--- config.mk ---
export PLATFORM = sky130hd
export DESIGN_NAME = elastic_pipeline
export DESIGN_NICKNAME = d
export VERILOG_FILES = /design/src/rtl/elastic_pipeline.sv
export SDC_FILE = /design/constraint.sdc
export NUM_CORES = 1
export LEC_CHECK = 0
export BUFFER_PORTS_ARGS = -buffer_cell sky130_fd_sc_hd__buf_4
export CORE_ASPECT_RATIO = 0.8
export CORE_MARGIN = 2
export CORE_UTILIZATION = 47
export CTS_BUF_LIST = sky130_fd_sc_hd__clkbuf_4
export DETAILED_ROUTE_END_ITERATION = 10
export GPL_ROUTABILITY_DRIVEN = 0
export GPL_TIMING_DRIVEN = 0
export HOLD_SLACK_MARGIN = 0.05
export PLACE_DENSITY = 0.72
export SYNTH_ARGS = -nofsm -noshare
export SYNTH_HDL_FRONTEND = slang
export SYNTH_SLANG_ARGS = --single-unit
export TNS_END_PERCENT = 100
--- constraint.sdc ---
create_clock -name clk_i -period 1.42 [get_ports clk_i]
set_input_delay 0.284 -clock clk_i [delete_from_list [all_inputs] [get_ports clk_i]]
set_output_delay 0.284 -clock clk_i [all_outputs]
set_load 0.005 [all_outputs]
--- src/rtl/elastic_pipeline.sv ---
// Elastic valid/ready pipeline: depth_p bubble-collapsing stages with an optional skid entry in front.
// Latency depth_p cycles unstalled (+1 per cycle held in skid); full rate with ready_i high; ready_o is a flop when skid_p=1.
module elastic_pipeline #(
   parameter int width_p = 10,
   parameter int depth_p = 2,
   parameter int skid_p  = 1
) (
   input  logic                                   clk_i,
   input  logic                                   reset_i,
   input  logic                                   flush_i,
   input  logic [width_p-1:0]                     data_i,
   input  logic                                   valid_i,
   output logic                                   ready_o,
   output logic                                   valid_o,
   output logic [width_p-1:0]                     data_o,
   input  logic                                   ready_i,
   output logic [$clog2(depth_p+skid_p+1)-1:0]    count_o
);
   localparam int cnt_w_lp = $clog2(depth_p+skid_p+1);

   logic [depth_p-1:0]  r_vld;
   logic [width_p-1:0]  r_dat [depth_p];
   logic                r_skid_vld;
   logic [width_p-1:0]  r_skid_dat;

   logic [depth_p-1:0]  w_rdy;
   logic [depth_p-1:0]  w_in_vld;
   logic [width_p-1:0]  w_in_dat [depth_p];
   logic                w_off_vld;
   logic [width_p-1:0]  w_off_dat;
   logic [cnt_w_lp-1:0] w_cnt;

   // A stage can load if it is empty or anything downstream of it can move.
   always_comb begin
      logic v_acc;
      v_acc = ready_i;
      w_rdy = '0;
      for (int k = depth_p-1; k >= 0; k--) begin
         v_acc    = v_acc | ~r_vld[k];
         w_rdy[k] = v_acc;
      end
   end

   assign w_off_vld = r_skid_vld | valid_i;
   assign w_off_dat = r_skid_vld ? r_skid_dat : data_i;

   always_comb begin
      w_in_vld[0] = w_off_vld;
      w_in_dat[0] = w_off_dat;
      for (int k = 1; k < depth_p; k++) begin
         w_in_vld[k] = r_vld[k-1];
         w_in_dat[k] = r_dat[k-1];
      end
   end

   always_ff @(posedge clk_i) begin
      if (reset_i) begin
         r_vld <= '0;
         for (int k = 0; k < depth_p; k++) begin
            r_dat[k] <= '0;
         end
      end else if (flush_i) begin
         r_vld <= '0;
      end else begin
         for (int k = 0; k < depth_p; k++) begin
            if (w_rdy[k]) begin
               r_vld[k] <= w_in_vld[k];
               if (w_in_vld[k]) begin
                  r_dat[k] <= w_in_dat[k];
               end
            end
         end
      end
   end

   generate
      if (skid_p != 0) begin : g_skid
         // Skid catches the one transfer already promised by the registered ready_o.
         always_ff @(posedge clk_i) begin
            if (reset_i) begin
               r_skid_vld <= 1'b0;
               r_skid_dat <= '0;
            end else if (flush_i) begin
               r_skid_vld <= 1'b0;
            end else if (r_skid_vld) begin
               if (w_rdy[0]) begin
                  r_skid_vld <= 1'b0;
               end
            end else if (valid_i && !w_rdy[0]) begin
               r_skid_vld <= 1'b1;
               r_skid_dat <= data_i;
            end
         end
         assign ready_o = ~r_skid_vld;
      end else begin : g_no_skid
         assign r_skid_vld = 1'b0;
         assign r_skid_dat = '0;
         assign ready_o    = w_rdy[0];
      end
   endgenerate

   always_comb begin
      w_cnt = cnt_w_lp'(r_skid_vld);
      for (int k = 0; k < depth_p; k++) begin
         w_cnt = w_cnt + cnt_w_lp'(r_vld[k]);
      end
   end

   assign count_o = w_cnt;
   assign valid_o = r_vld[depth_p-1];
   assign data_o  = r_dat[depth_p-1];

endmodule
==> impl_metrics.toml <==
[sta]
clock-skew-final_ns = 0.0156
setup_violations = 6
finalHoldViolCount = 0
worst_pin_slew_ns = 0.469
period_minus_slack_ns = 1.62
hold-worst-slack_ns = 0.165
rsz0062_at_grt = "yes"
setup_ws_ns = -0.203
fin_tns_setup_ns = -0.517
report.final.slew_viol_count = 0
slew_headroom = 0.688
finalCritPeriodShare = 1.14
fmax_mhz = 616

[cts]
cts_made_buffers = 5
htreeDepth = 2
clock_latency_ns = 0.33
tritoncts = "done"
cts.sinks = 33
clk_path_buf_depth = 2
path_clk_slew_ns = 0.11
cts-root-buf = "clkbuf_4"

[synth]
ys_seq_area_frac = 0.559
synth.ff_latch_count = 33
synthesis.nets = 142
synthMuxAreaShare = 0.130
synth_compound_area_frac = 0.0374
synth_area_um2 = 1540
synth_top_family_by_area = "simple AND/OR/NAND/NOR gates"
ys_types = 21
synth_fa_ha_area_frac = 0.0130
syn-mean-instance-area_um2 = 12.2
syn_inst = 126
synth-xor-area-share = 0
yosys.area_share.simple = 0.185
synth_warnings = 0

[outcome]
failed_checks = "setup timing"
status = "finished with violations"

[setup_path]
cp_slowest_stage_delay_ns = 0.55
slowest_stage = "fa_1"
r2r-end = "r_skid_dat[7]"
path_class = "flip-flop to output port"
cp_max_fo = 2
r2r_cells = 5
r2r_setup_slack_ns = -0.02
endpoint_kind = "output port"
r2r_start = "r_skid_vld"
crit_arrival_ns = 1.34
critPathLaunchType = "flip-flop"
path_cells = "fa_1 > buf_4"
cp.required_ns = 1.14

[power_and_ir_drop]
power.leakage_nw = 0.792
p_per_area_nw_per_um2 = 968
vdd_drop_max_uv = 716
finalPower_mw = 1.95

[placement]
placed_cells = 194
portBuffers = 28
preCtsSetupSlack_ns = -0.0557
place_area_um2 = 1800
dp_hpwl_um = 1850

[detailed_routing]
num_vias = 1014
dr.first_iter.drc_count = 25
wl_per_cell_um = 13.3
route.detailed.drc = 0
wl_um = 2790
via_per_inst = 4.83
first_pass_iters = 4
postRouteAntennaNets = 0

[grt]
grt_pass1_wl_um = 4300
grt_pass1_vias = 927
grt_use_total = 0.164
grt_max_degree = 11
antenna_found_initial = 0
grt.overflow.total = 0

[floorplanning]
die_x_um = 68.0
start_util = 0.495
die-area_um2 = 3750
rows = 18
coreArea_um2 = 3110
die_height_um = 55.2
io_pins = 29

[worst_hold_path]
holdPathStages = 2
min_from = "flush_i"
holdPathEnd = "r_skid_vld"
hold_path.class = "primary input to flip-flop"

[layout]
stdcell_count = 210
postLayoutCellArea_um2 = 2010
layout-drive-gt1-share = 0.394
fin_util = 0.648
area_growth_syn_to_layout_pct = 30.9
nets = 185
antenna_cells = 0

[run]
timing.max_cap.violations = 0
power breakdown:
part	leakage [nW]	internal (mW)	switching [mW]	total, mW
clock	0.0433	0.386	0.314	0.699
sequential	0.318	1.05	0.00888	1.06
combinational	0.431	0.111	0.0825	0.194
cell families (layout without fill, tap and decap cells):
logic type	Yosys count	after routing
muxes	20	20
buffers and inverters	18	61
and+or+nand+nor	48	48
adders and majority gates	1	1
AOI/OAI and AO/OA	6	7
DFF	33	33
placed cells by master, fill, tap and decap left out:
cell	n
a21o_1	1
and2_1	9
nand2b_4	1
buf_8	1
nor4_1	1
or2b_4	1
clkbuf_4	6
fa_1	1
dfxtp_1	10
buf_6	6
mux2i_1	20
nor2_1	12
buf_2	1
and2_4	1
nor2_2	1
clkbuf_1	2
a21boi_0	2
inv_1	3
dfxtp_2	1
a21o_2	1
nand2b_1	20
edfxtp_1	20
a31o_2	1
dfxtp_4	2
nor4_4	1
nand3b_1	1
o311ai_4	1
o311a_4	1
clkinv_1	1
buf_4	40
bufinv_16	1
cells in the mapped netlist (all sizes together):
master,number,share of area
nor2,13,0.032
inv,3,0.0073
or2b,1,0.0049
a21boi,2,0.0098
dfxtp,13,0.17
o311ai,1,0.011
edfxtp,20,0.39
a31o,1,0.0057
buf,13,0.063
mux2i,20,0.13
o311a,1,0.0065
nor4,2,0.018
clkbuf,2,0.0049
fa,1,0.013
and2,10,0.041
nand2b,21,0.085
nand3b,1,0.0049
a21o,1,0.0049
worst max-delay path by stage:
stage	from	endpoint	slack [ns]	cells past startpoint
2_1_floorplan	r_vld[1]	r_skid_dat[0]	0.11	4
3_3_place_gp	r_skid_vld	r_dat[0][4]	-0.06	3
3_5_place_dp	r_skid_vld	r_dat[0][3]	-0.06	3
4_1_cts	r_skid_vld	count_o[0]	-0.20	2
5_1_grt	r_skid_vld	ready_o	-0.23	4
6_report	r_skid_vld	count_o[0]	-0.20	2
repair_timing:
action | in CTS | in global routing
gates cloned | 1 | 1
setup buffers | 2 | 4
pin swaps | 2 | 2
hold buffers | 0 | 0
endpoints found under the setup margin | 28 | 37
resized for setup | 15 | 6
sequential cells by signal, summed over array words and instances, names as in the netlist:
signal	cells
r_skid_vld	1
r_vld	2
r_dat	20
r_skid_dat	10
routing by layer:
metal | vias to the layer above | wire length, µm | track usage
li1 | 507 | - | -
met4 | 0 | 30 | 0.0600
met2 | 37 | 1360 | 0.273
met1 | 466 | 1240 | 0.207
met3 | 4 | 161 | 0.0445
met5 | - | 0 | 0
critical path: cells and delay by family, from the launching register on:
family / cells / cell delay (ns)
adders and majority gates: 1 / 0.55
buffers and inverters: 1 / 0.11
DFF: 1 / 0.35
cell type report:
class | instances | area [µm²]
Timing Repair Buffer | 35 | 282
Sequential cell | 33 | 870
Clock buffer | 6 | 45.0
Multi-Input combinational cell | 76 | 609
Inverter | 3 | 11.3
Buffer | 15 | 114
Clock inverter | 2 | 33.8
Fill cell | 254 | 1090
Tap cell | 40 | 50.0
(Power assumes the default switching activity.)
